## src/rtl/mc_cr_pkg.sv

```systemverilog
`default_nettype none
// ============================================================================
//  Module      : mc_cr_pkg
//  Description : Shared types and constants for the chroma MC scheduler and
//                its address generator.
//  Revision    : 1.0 - initial release
// ============================================================================
package mc_cr_pkg;

  // Scheduler FSM states
  typedef enum logic [1:0] {
    IDLE  = 2'd0,
    ISSUE = 2'd1,
    DRAIN = 2'd2,
    DONE  = 2'd3
  } state_t;

  // Eight 4x4 chroma jobs per MB (4 Cb + 4 Cr)
  localparam int NUM_BLK    = 8;
  // 4x4 block offset inside the chroma MB
  localparam int BLK_SHIFT  = 2;
  // 8x8 chroma MB size; also the 1/8-sample MV fraction width
  localparam int MB_C_SHIFT = 3;

  localparam logic PLANE_CB = 1'b0;
  localparam logic PLANE_CR = 1'b1;

endpackage
`default_nettype wire

```

## src/rtl/mc_cr_addr_gen.sv

```systemverilog
`default_nettype none
// ============================================================================
//  Module      : mc_cr_addr_gen
//  Description : Combinational mapping of MB position, chroma MV and 4x4 block
//                index to the integer reference patch origin and the 1/8
//                sample fractional phase. No picture-bound clamping here;
//                edge padding is done by the reference fetch.
//  Revision    : 1.0 - initial release
// ============================================================================
module mc_cr_addr_gen
  import mc_cr_pkg::*;
#(
  parameter int MBW = 7,
  parameter int MVW = 12,
  parameter int CW  = 12
) (
  input  logic        [MBW-1:0] mb_x,
  input  logic        [MBW-1:0] mb_y,
  input  logic signed [MVW-1:0] mvx,
  input  logic signed [MVW-1:0] mvy,
  input  logic        [1:0]     blk_idx,
  output logic signed [CW-1:0]  ref_x,
  output logic signed [CW-1:0]  ref_y,
  output logic        [2:0]     frac_x,
  output logic        [2:0]     frac_y
);

  logic        [CW-1:0]  w_bx;
  logic        [CW-1:0]  w_by;
  logic signed [MVW-1:0] w_mvx_int;
  logic signed [MVW-1:0] w_mvy_int;

  // Block origin plus floor(mv/8); sums wrap to CW bits by design
  always_comb begin
    w_bx      = (CW'(mb_x) << MB_C_SHIFT) + (CW'(blk_idx[0]) << BLK_SHIFT);
    w_by      = (CW'(mb_y) << MB_C_SHIFT) + (CW'(blk_idx[1]) << BLK_SHIFT);
    w_mvx_int = mvx >>> MB_C_SHIFT;
    w_mvy_int = mvy >>> MB_C_SHIFT;
    ref_x     = w_bx + CW'(w_mvx_int);
    ref_y     = w_by + CW'(w_mvy_int);
    frac_x    = mvx[2:0];
    frac_y    = mvy[2:0];
  end

endmodule
`default_nettype wire

```

## src/rtl/mc_cr_scheduler.sv

```systemverilog
`default_nettype none
// ============================================================================
//  Module      : mc_cr_scheduler
//  Description : Accepts one inter-MB chroma command and issues eight 4x4
//                jobs (Cb0..Cb3, Cr0..Cr3) to the interpolation datapath,
//                limiting in-flight jobs with a credit counter. mb_done
//                pulses once all eight jobs have reported completion.
//  Revision    : 1.0 - initial release
// ============================================================================
module mc_cr_scheduler
  import mc_cr_pkg::*;
#(
  parameter int MBW     = 7,
  parameter int MVW     = 12,
  parameter int CW      = 12,
  parameter int MAX_OUT = 2
) (
  input  logic                  clk,
  input  logic                  reset,
  input  logic                  mb_valid,
  output logic                  mb_ready,
  input  logic        [MBW-1:0] mb_x,
  input  logic        [MBW-1:0] mb_y,
  input  logic signed [MVW-1:0] mvx,
  input  logic signed [MVW-1:0] mvy,
  output logic                  blk_valid,
  input  logic                  blk_ready,
  output logic                  blk_plane,
  output logic        [1:0]     blk_idx,
  output logic signed [CW-1:0]  ref_x,
  output logic signed [CW-1:0]  ref_y,
  output logic        [2:0]     frac_x,
  output logic        [2:0]     frac_y,
  input  logic                  blk_done,
  output logic                  mb_done,
  output logic                  busy
);

  localparam logic [3:0] c_num_blk = 4'(NUM_BLK);
  localparam logic [3:0] c_last    = 4'(NUM_BLK - 1);
  localparam logic [2:0] c_max_out = 3'(MAX_OUT);

  state_t                r_state;
  state_t                w_next_state;
  logic        [3:0]     r_issue_cnt;
  logic        [3:0]     r_done_cnt;
  logic        [2:0]     r_outstanding;
  logic        [MBW-1:0] r_mb_x;
  logic        [MBW-1:0] r_mb_y;
  logic signed [MVW-1:0] r_mvx;
  logic signed [MVW-1:0] r_mvy;

  logic w_mb_hs;
  logic w_blk_hs;
  logic w_done_ok;

  assign w_mb_hs  = mb_valid && mb_ready;
  assign w_blk_hs = blk_valid && blk_ready;
  // A completion with nothing in flight is a protocol error and is dropped
  assign w_done_ok = blk_done && (r_state != IDLE) && (r_outstanding != 3'd0);

  // State register
  always_ff @(posedge clk) begin
    if (reset) r_state <= IDLE;
    else       r_state <= w_next_state;
  end

  // Next-state logic
  always_comb begin
    w_next_state = r_state;
    case (r_state)
      IDLE:    if (w_mb_hs) w_next_state = ISSUE;
      ISSUE:   if (w_blk_hs && (r_issue_cnt == c_last)) w_next_state = DRAIN;
      DRAIN:   if ((r_done_cnt + {3'b000, w_done_ok}) == c_num_blk) w_next_state = DONE;
      DONE:    w_next_state = IDLE;
      default: w_next_state = IDLE;
    endcase
  end

  // FSM outputs; a job is offered only while a credit is free
  always_comb begin
    mb_ready  = (r_state == IDLE);
    blk_valid = (r_state == ISSUE) && (r_outstanding < c_max_out);
    mb_done   = (r_state == DONE);
    busy      = (r_state != IDLE);
  end

  // Command capture and job/credit counters
  always_ff @(posedge clk) begin
    if (reset) begin
      r_issue_cnt   <= 4'd0;
      r_done_cnt    <= 4'd0;
      r_outstanding <= 3'd0;
      r_mb_x        <= '0;
      r_mb_y        <= '0;
      r_mvx         <= '0;
      r_mvy         <= '0;
    end else if (w_mb_hs) begin
      r_issue_cnt   <= 4'd0;
      r_done_cnt    <= 4'd0;
      r_outstanding <= 3'd0;
      r_mb_x        <= mb_x;
      r_mb_y        <= mb_y;
      r_mvx         <= mvx;
      r_mvy         <= mvy;
    end else begin
      if (w_blk_hs)  r_issue_cnt <= r_issue_cnt + 4'd1;
      if (w_done_ok) r_done_cnt  <= r_done_cnt + 4'd1;
      r_outstanding <= r_outstanding + 3'(w_blk_hs) - 3'(w_done_ok);
    end
  end

  // Job fields come straight from registered state, so they hold while stalled
  assign blk_plane = r_issue_cnt[2] ? PLANE_CR : PLANE_CB;
  assign blk_idx   = r_issue_cnt[1:0];

  mc_cr_addr_gen #(
    .MBW (MBW),
    .MVW (MVW),
    .CW  (CW)
  ) u_addr_gen (
    .mb_x    (r_mb_x),
    .mb_y    (r_mb_y),
    .mvx     (r_mvx),
    .mvy     (r_mvy),
    .blk_idx (r_issue_cnt[1:0]),
    .ref_x   (ref_x),
    .ref_y   (ref_y),
    .frac_x  (frac_x),
    .frac_y  (frac_y)
  );

endmodule
`default_nettype wire
```

## config.mk

```make
export PLATFORM = sky130hd
export DESIGN_NAME = mc_cr_scheduler
export DESIGN_NICKNAME = d
export VERILOG_FILES = /design/src/rtl/mc_cr_pkg.sv /design/src/rtl/mc_cr_addr_gen.sv /design/src/rtl/mc_cr_scheduler.sv
export SDC_FILE = /design/constraint.sdc
export NUM_CORES = 1
export LEC_CHECK = 0
export CAP_MARGIN = 5
export CORE_MARGIN = 5
export CORE_UTILIZATION = 44
export CTS_BUF_LIST = sky130_fd_sc_hd__clkbuf_8 sky130_fd_sc_hd__clkbuf_16
export DETAILED_ROUTE_END_ITERATION = 7
export DONT_BUFFER_PORTS = 1
export GPL_TIMING_DRIVEN = 0
export PLACE_DENSITY = 0.68
export REMOVE_ABC_BUFFERS = 1
export SYNTH_ARGS = -nofsm -noshare
export SYNTH_HDL_FRONTEND = slang
export SYNTH_SLANG_ARGS = --single-unit
```

## constraint.sdc

```tcl
create_clock -name clk -period 3.1 [get_ports clk]
set_clock_uncertainty 0.15 [all_clocks]
set_input_delay 0.31 -clock clk [delete_from_list [all_inputs] [get_ports clk]]
set_output_delay 0.31 -clock clk [all_outputs]
set_load 0.05 [all_outputs]
```

# == After elaboration in Yosys (flattened, before gate mapping) ==
# Index checks and enable logic that the tools add are counted.
# totals
register_bits,51
elab_cells,42
# op_classes
add_sub_neg,9
eq_ne,8
magnitude_cmp,1
n_reduce_logical,11
n_mux,5
# op_table
operator,n
11-bit by 12-bit adder with 12-bit output,2
10-bit by 3-bit adder with 11-bit output,2
"4-bit by 1-bit adder with 4-bit output, second input constant",2
2-bit case mux with 4 select lines,1
1-bit logical AND,6
2-bit 2-to-1 mux,3
4-bit by 1-bit adder with 4-bit output,1
"2-bit equality test, second input constant",2
"4-bit by 3-bit equality test with 1-bit output, second input constant",1
"4-bit equality test, second input constant",1
"2-bit != test, second input constant",2
3-bit by 1-bit adder with 3-bit output,1
"3-bit by 2-bit less-than comparator with 1-bit output, second input constant",1
3-bit AND reduction,1
3-bit nonzero test,1
3-bit by 1-bit subtractor with 3-bit output,1
"2-bit by 1-bit equality test with 1-bit output, second input constant",1
2-bit zero test,1
"2-bit by 1-bit != test with 1-bit output, second input constant",1
2-bit nonzero test,1
2-bit OR reduction,1
1-bit 2-to-1 mux,1

# == Depth between registers and ports, before layout ==
# Gate-level depths: netlist of the first run.
# logic_depth
ltp_word,7
depth_mapped,10

# == Cells and area by module ==
# Synthesis of the first run repeated with hierarchy kept, for this count alone.
# unflattened
hier_cells,353
hier_area_um2,2871.5
# by_module_without_submodules
module,seq_area_each_um2,area_each_um2,cells_each,instances
mc_cr_scheduler,1021.0,2043.2,246,1
mc_cr_addr_gen,0.0,828.3,107,1

# == Least setup slack after synthesis of the first run ==
# OpenSTA, ideal clock, no wires.
# synth_timing
kind,flip-flop to flip-flop
startpoint,reg r_state[0]
endpoint,reg r_state[1]
required_ns,2.878
synth_period_minus_slack_ns,3.019
slack_ns,0.081
path_buffers,0
arrival_ns,2.797
setup_ns,0.072
stages_incl_launch_ff,11
path_cell_list,dfxtp_1 inv_1 ha_1 inv_1 o311a_1 ha_1 ha_1 xor2_1 o41ai_1 o211a_1 mux2i_1
# synth_between
word_cells_on_any_way,18
classes_between,add/sub (1); eq/ne (7); mux (1); reduce/logical (9)
# synth_lines
element,line_no,rtl
"start, declared",mc_cr_scheduler.sv:43,state_t r_state;
"start signal, assigned",mc_cr_scheduler.sv:65,else r_state <= w_next_state;
2-bit zero test *,mc_cr_scheduler.sv:82,mb_ready = (r_state == IDLE);
via mb_ready,mc_cr_scheduler.sv:21,"output logic mb_ready,"
1-bit logical AND,mc_cr_scheduler.sv:57,assign w_mb_hs = mb_valid && mb_ready;
2-bit by 1-bit != test with 1-bit output (no source line),-,
3-bit AND reduction (no source line),-,
# The timed path passes the listed nets; every way through them passes the cells marked *.
# A chain may end at the register's enable or synchronous reset.

# == Worst setup path in the final report of the first run ==
# layout_timing
startpoint,reg r_issue_cnt[1]
endpoint,out ref_y[10]
# layout_between
elab_chain_len,2
# layout_lines
element,line_no,rtl
"start, declared",mc_cr_scheduler.sv:45,logic [3:0] r_issue_cnt;
"start signal, assigned",mc_cr_scheduler.sv:107,if (w_blk_hs) r_issue_cnt <= r_issue_cnt + 4'd1;
10-bit by 3-bit adder with 11-bit output,mc_cr_addr_gen.sv:36,w_by = (CW'(mb_y) << MB_C_SHIFT) + (CW'(blk_idx[1]) << BLK_SHIFT);
11-bit by 12-bit adder with 12-bit output,mc_cr_addr_gen.sv:40,ref_y = w_by + CW'(w_mvy_int);
"end, declared",mc_cr_scheduler.sv:31,"output logic signed [CW-1:0] ref_y,"
# No other way between the ends.

==> metrics.md, run 1 <==
| Metric | Value |
|---|---|
| Post-Synth Simple-Gate Area | `0.1736` |
| Largest family of logic cells by synthesized area | `simple AND/OR/NAND/NOR gates` |
| Worst slew pin tran | `1145 ps` |
| WP data arrival | `between 2000 and 3000 ps` |
| Yosys warns | `0` |
| Starting DRT DRC Count | `47` |
| Detailed Routing Iterations Pass 1 | `4` |
| Share of layout cells above drive strength 1 | `0.09244` |
| Cts bufs inserted | `5` |
| Post-DP HPWL | `4114 um` |
| Required @ worst endpoint | `2640 ps` |
| Diode count | `0` |
| RSZ-0062 raised after global routing | `false` |
| Placeable Area | `6277 um^2` |
| Crit end category | `output pin` |
| Final hold vios | `0` |
| Routed WL per cell | `14.23 um` |
| Mux cell area share after synthesis | `0.01068` |
| Most common cell after layout, fill and taps aside | `nand2_1` |
| Die Area | `8088 um^2` |
| Worst-path fanout max | `5` |
| Synth Area in Adders | `0.1504` |
| Rows | `29` |
| GRT Overall Usage | `0.1539` |
| Vias per inst | `5.127` |
| First-pass GRT wire length | `10580 um` |
| Syn Area/Cell | `8.418 um^2` |
| Hold WC Path Type | `primary input to flip-flop` |
| # setup viols final | `0` |
| Final hold slack | `~21 ps` |
| CP startpoint kind | `flip-flop` |
| Post-synth top area cell | `dfxtp_1` |
| Final net count | `about 430` |
| Synth Area in XOR/XNOR | `0.07477` |
| Via count | `2225` |
| Synth area leaders | `dfxtp_1 36%, ha_1 13%, nand2_1 11%, a21oi_1 8.5%, xnor2_1 4.0%` |
| Ys flop type | `dfxtp_1` |
| DR DRC count | `0` |
| Final setup TNS | `0 ps` |
| Vias in the first global route | `about 2300` |
| WS Path Type | `flip-flop to output pin` |
| Worst Setup SP | `r_issue_cnt[1]` |
| H-Tree Depth | `2` |
| Post-route non-filler standard cell count | `434` |
| RR Startpoint | `r_state[0]` |
| Overflow after GRT | `0` |
| Yosys reg bits | `just over 50` |
| Max rail drop VDD | `0.3995 mV` |
| Final antenna-violating net count | `0` |
| Worst-Skew Late Latency | `300 ps` |
| Final GP Congestion | `0.7592` |
| Drt total wl | `6177 um` |
| Setup bufs post-CTS | `0` |
| Die Height | `89.94 um` |
| Worst-case hold path end point | `r_mvx[8]` |
| Worst hold start | `mvx[8]` |
| Initial antenna violation count | `0` |
| Root buffer cell | `clkbuf_8` |
| CTS max path bufs | `2` |
| Post-route clock period utilization | `0.9538` |
| Die W | `between 80 and 90 um` |
| IO buf count | `0` |
| # Max-Cap Violations | `0` |
| Clock sink total | `between 50 and 60` |
| Max-slew headroom | `0.2315` |
| Synthesized area | `around 2800 um^2` |
| Minimum clock period | `about 3000 ps` |
| Syn Inst Count | `~330` |
| Reg2Reg Depth | `10` |
| Area Growth Syn to Fin | `22.16%` |
| Leakage | `~1.5 nW` |
| Run status | `finished, final reports clean` |
| Most frequent cells in the layout | `82 x nand2_1, 49 x dfxtp_1, 47 x a21oi_1` |
| Initial Util | `0.4479` |
| Power per cell area | `780.8 nW/um^2` |
| Fin area | `3435 um^2` |
| R2R Setup Slk | `between 200 and 250 ps` |
| Slew Viols, Final | `0` |
| Clk slew on worst S/H paths | `90 ps` |
| Fmax | `338.2 MHz` |
| Hold depth | `2` |
| TritonCTS clock tree | `done` |
| Compound-cell area share of the yosys netlist | `0.1598` |
| EDFF count, synth | `0` |
| R2r endpoint | `r_state[1]` |
| Sequential share of the synthesized area | `0.3632` |
| Yosys top cell area share | `0.3632` |
| Synth cell types | `34` |
| Largest net degree at the start of global routing | `39` |
| Async set-reset flop share out of synthesis | `0` |
| # IOs | `80` |
| Dpl cells | `about 390` |
| Dpl cell area | `2794 um^2` |
[Yosys cell counts, types with 3 or more instances]
| library cell | instances |
|---|---|
| and2_1 | 4 |
| nand2_1 | 82 |
| mux2i_1 | 3 |
| a21oi_1 | 48 |
| clkbuf_1 | 9 |
| fa_1 | 3 |
| buf_4 | 12 |
| nand3_1 | 5 |
| nand2b_1 | 3 |
| o21ai_0 | 4 |
| xnor2_1 | 13 |
| inv_1 | 13 |
| xor2_1 | 11 |
| dfxtp_1 | 51 |
| ha_1 | 29 |
| nor2_1 | 15 |
[routing by layer]
layer | share of wire | GRT usage
met1 | 0.43 | 0.1756
met2 | 0.50 | 0.2774
met3 | 0.056 | 0.04007
met4 | 0.016 | 0.04963
met5 | 0 | 0
[metrics by stage]
step / power, mW / setup slack (ps) / util
after detailed placement: 2.093 / -221.4 / 0.4451
after global placement: 2.048 / -187.6 / 0.4407
after floorplan: 1.901 / 77.76 / -
after CTS: 2.697 / 14.63 / 0.5426
final: 2.682 / 143.2 / 0.5471
after global routing: 2.843 / 11.03 / 0.5471
[state kept, by name, summed over array words and instances, names as in the netlist]
signal / cells
r_state: 2
r_done_cnt: 4
r_issue_cnt: 4
r_outstanding: 3
r_mb_y: 7
r_mvx: 12
r_mb_x: 7
r_mvy: 12
[logic make-up after synthesis]
group                      Yosys count
buffers and inverters               38
AOI/OAI and AO/OA                   70
muxes                                3
DFF                                 51
adders and majority gates           32
xor gates and xnor gates            24
and+or+nand+nor                    116
[area by class of cell]
type,instances,area (um^2)
timing repair buffer,40,427.9
sequential,51,1028
fill,559,2843
inverter,13,52.55
clock inverter,2,35.03
clock buffer,6,82.58
multi-input combinational,245,1712
tap,77,96.34
[where the power goes]
part           internal [mW]  switching, mW
clock                  0.261          0.215
sequential             0.767          0.186
combinational          0.367          0.885
total                   1.40           1.29
[worst max-delay path by stage]
| stage | end | slack [ps] |
|---|---|---|
| detailed placement | r_state[1] | -220 |
| finish | ref_y[10] | 140 |
| global route | ref_y[10] | 10 |
| floorplan | ref_x[10] | 80 |
| global placement | r_state[1] | -190 |
| CTS | ref_y[9] | 10 |
[critical path, stage by stage (launching register included)]
cell and delay (ps):
dfxtp_4 430, ha_1 260, fa_1 410, a21oi_1 200, o21ai_1 120, o41a_1 400
xor2_4 380
[what timing repair did]
| action | 4_1_cts | 5_1_grt |
|---|---|---|
| resized for setup | 14 | 5 |
| setup endpoints to repair | 14 | 5 |
| hold buffers | 39 | 0 |
| endpoints found under the hold margin | 38 | 0 |
Power figures use the tool's default switching activity.
==> run 2: changes to the inputs <==
--- a/config.mk
+++ b/config.mk
@@ -5,6 +5,7 @@
 export SDC_FILE = /design/constraint.sdc
 export NUM_CORES = 1
 export LEC_CHECK = 0
+export ABC_CLOCK_PERIOD_IN_PS = 3100
 export CAP_MARGIN = 5
 export CORE_MARGIN = 5
 export CORE_UTILIZATION = 44
@@ -12,8 +13,10 @@
 export DETAILED_ROUTE_END_ITERATION = 7
 export DONT_BUFFER_PORTS = 1
 export GPL_TIMING_DRIVEN = 0
+export HOLD_SLACK_MARGIN = 0.02
 export PLACE_DENSITY = 0.68
 export REMOVE_ABC_BUFFERS = 1
+export SLEW_MARGIN = 40
 export SYNTH_ARGS = -nofsm -noshare
 export SYNTH_HDL_FRONTEND = slang
 export SYNTH_SLANG_ARGS = --single-unit
==> run 2 against run 1 <==
Net effect: via count decreased by 1.7%; critical path depth stayed put; die area did not move; combinational power about the same; clock power is essentially flat; sequential power about the same; final cell count fell by 0.23%; maximum frequency is 0.45% lower; non-clock buffer count shrank 1; wire length grew 1.2%; utilization increased by 0.62 points.
==> metrics.md, run 2 (same netlist as run 1, synthesis figures left out) <==
| Metric | Value |
|---|---|
| Worst-case hold path end point | `r_state[1]` |
| Final core area utilization | `0.5533` |
| Initial antenna violation count | `0` |
| Post-placement setup slack | `-234.1 ps` |
| RSZ-0062 raised after global routing | `false` |
| GRT Overall Usage | `0.1533` |
| Root buffer cell | `clkbuf_8` |
| # Max-Cap Violations | `0` |
| Placeable Area | `6277 um^2` |
| Final hold vios | `0` |
| Vias in the first global route | `2188` |
| TritonCTS clock tree | `done` |
| CTS max path bufs | `2` |
| Clock sink total | `between 50 and 60` |
| Leakage | `between 1.5 and 2 nW` |
| Most frequent cells in the layout | `81 x nand2_1, 49 x dfxtp_1, 46 x a21oi_1` |
| Fin area | `3473 um^2` |
| WS Path Type | `flip-flop to output pin` |
| Overall Power | `2.694 mW` |
| Run status | `finished, final reports clean` |
| # setup viols final | `0` |
| Final GP Congestion | `roughly 0.76` |
| Vias per inst | `5.053` |
| Largest net degree at the start of global routing | `40` |
| Cts bufs inserted | `5` |
| Hold WC Path Type | `primary input to flip-flop` |
| Required @ worst endpoint | `2640 ps` |
| Post-route non-filler standard cell count | `433` |
| R2r endpoint | `r_state[1]` |
| Top Registers | `r_mvx x12, r_mvy x12` |
| IO buf count | `0` |
| First-pass GRT wire length | `10400 um` |
| Diode count | `0` |
| Reg2Reg Depth | `10` |
| Fillers | `between 500 and 600` |
| RR Startpoint | `r_state[0]` |
| Via count | `2188` |
| DR DRC count | `0` |
| Max-slew headroom | `0.4815` |
| Multi-input logic area | `1778 um^2` |
| CP startpoint kind | `flip-flop` |
| WP data arrival | `2510 ps` |
| Max rail drop VDD | `around 0.43 mV` |
| Worst-path fanout max | `5` |
| Die W | `about 90 um` |
| Hold depth | `2` |
| # IOs | `80` |
| Slew Viols, Final | `0` |
| Dpl cells | `386` |
| Die Area | `between 8000 and 9000 um^2` |
| Starting DRT DRC Count | `55` |
| Final antenna-violating net count | `0` |
| Clk slew on worst S/H paths | `90 ps` |
| Crit end category | `output pin` |
| Worst hold start | `reset` |
| Final net count | `430` |
| Power per cell area | `775.5 nW/um^2` |
| Die Height | `~90 um` |
| Initial Util | `0.4479` |
| Dpl cell area | `2890 um^2` |
| Final WS setup | `129.8 ps` |
| H-Tree Depth | `2` |
| Worst-Skew Late Latency | `300 ps` |
| Area Growth Syn to Fin | `23.54%` |
| Detailed Routing Iterations Pass 1 | `4` |
| Seq. cell area | `1028 um^2` |
| Most common cell after layout, fill and taps aside | `nand2_1` |
| Overflow after GRT | `0` |
| Share of layout cells above drive strength 1 | `0.1180` |
| Post-DP HPWL | `4164 um` |
| R2R Setup Slk | `roughly 190 ps` |
| Fmax | `336.7 MHz` |
| Rows | `29` |
| Routed WL per cell | `14.44 um` |
| Minimum clock period | `2970 ps` |
| Post-route clock period utilization | `0.9581` |
| Drt total wl | `6252 um` |
| Worst slew pin tran | `between 700 and 800 ps` |
-- run 2: power breakdown --
part           switching, mW  total (mW)  internal (mW)  leakage [nW]
Combinational          0.898        1.27          0.368          1.02
Sequential             0.187       0.954          0.767         0.419
Clock                  0.213       0.474          0.261        0.0612
Total                   1.30        2.69           1.40          1.50
-- run 2: worst max-delay path, stage by stage (launching register included) --
cell and delay (ps):
dfxtp_4 420, ha_1 250, fa_1 450, a21oi_2 180, o21ai_1 110, o41a_1 400, xor2_4 390
-- run 2: how the worst max path moves through the flow --
stage | from | end | slack (ps)
6_report | r_issue_cnt[1] | ref_y[10] | 130
5_1_grt | r_issue_cnt[1] | ref_y[10] | 30
4_1_cts | r_issue_cnt[1] | ref_y[10] | 30
3_5_place_dp | r_state[1] | r_state[1] | -230
3_3_place_gp | r_state[1] | r_state[1] | -190
2_1_floorplan | r_issue_cnt[0] | ref_x[10] | 80
-- run 2: what timing repair did --
action | in CTS | in global routing
resized for setup | 7 | 5
endpoints found under the setup margin | 6 | 3
hold endpoints to repair | 39 | 0
setup buffers | 0 | 0
hold buffers | 39 | 0
-- run 2: stage by stage --
step | setup TNS [ps] | hold slack [ps]
final | 0 | 35.42
after floorplan | 0 | 229.1
after global routing | 0 | 24.59
after detailed placement | -473.6 | 234.6
after global placement | -498.8 | 232.2
after CTS | 0 | 28.03
-- run 2: cell type report --
class	instances	share of cell area
Clock inverter	2	0.01009
Clock buffer	6	0.02378
Tap cell	77	0.02774
Inverter	13	0.01513
Multi-Input combinational cell	245	0.5119
Timing Repair Buffer	39	0.1153
Sequential cell	51	0.2961
-- run 2: layer usage --
layer | track usage | up-vias | wire length (um)
li1 | - | 1131 | -
met1 | 0.1791 | 992 | 2635
met2 | 0.2701 | 57 | 3148
met3 | 0.04508 | 8 | 403
met4 | 0.04467 | 0 | 65
met5 | 0 | - | 0
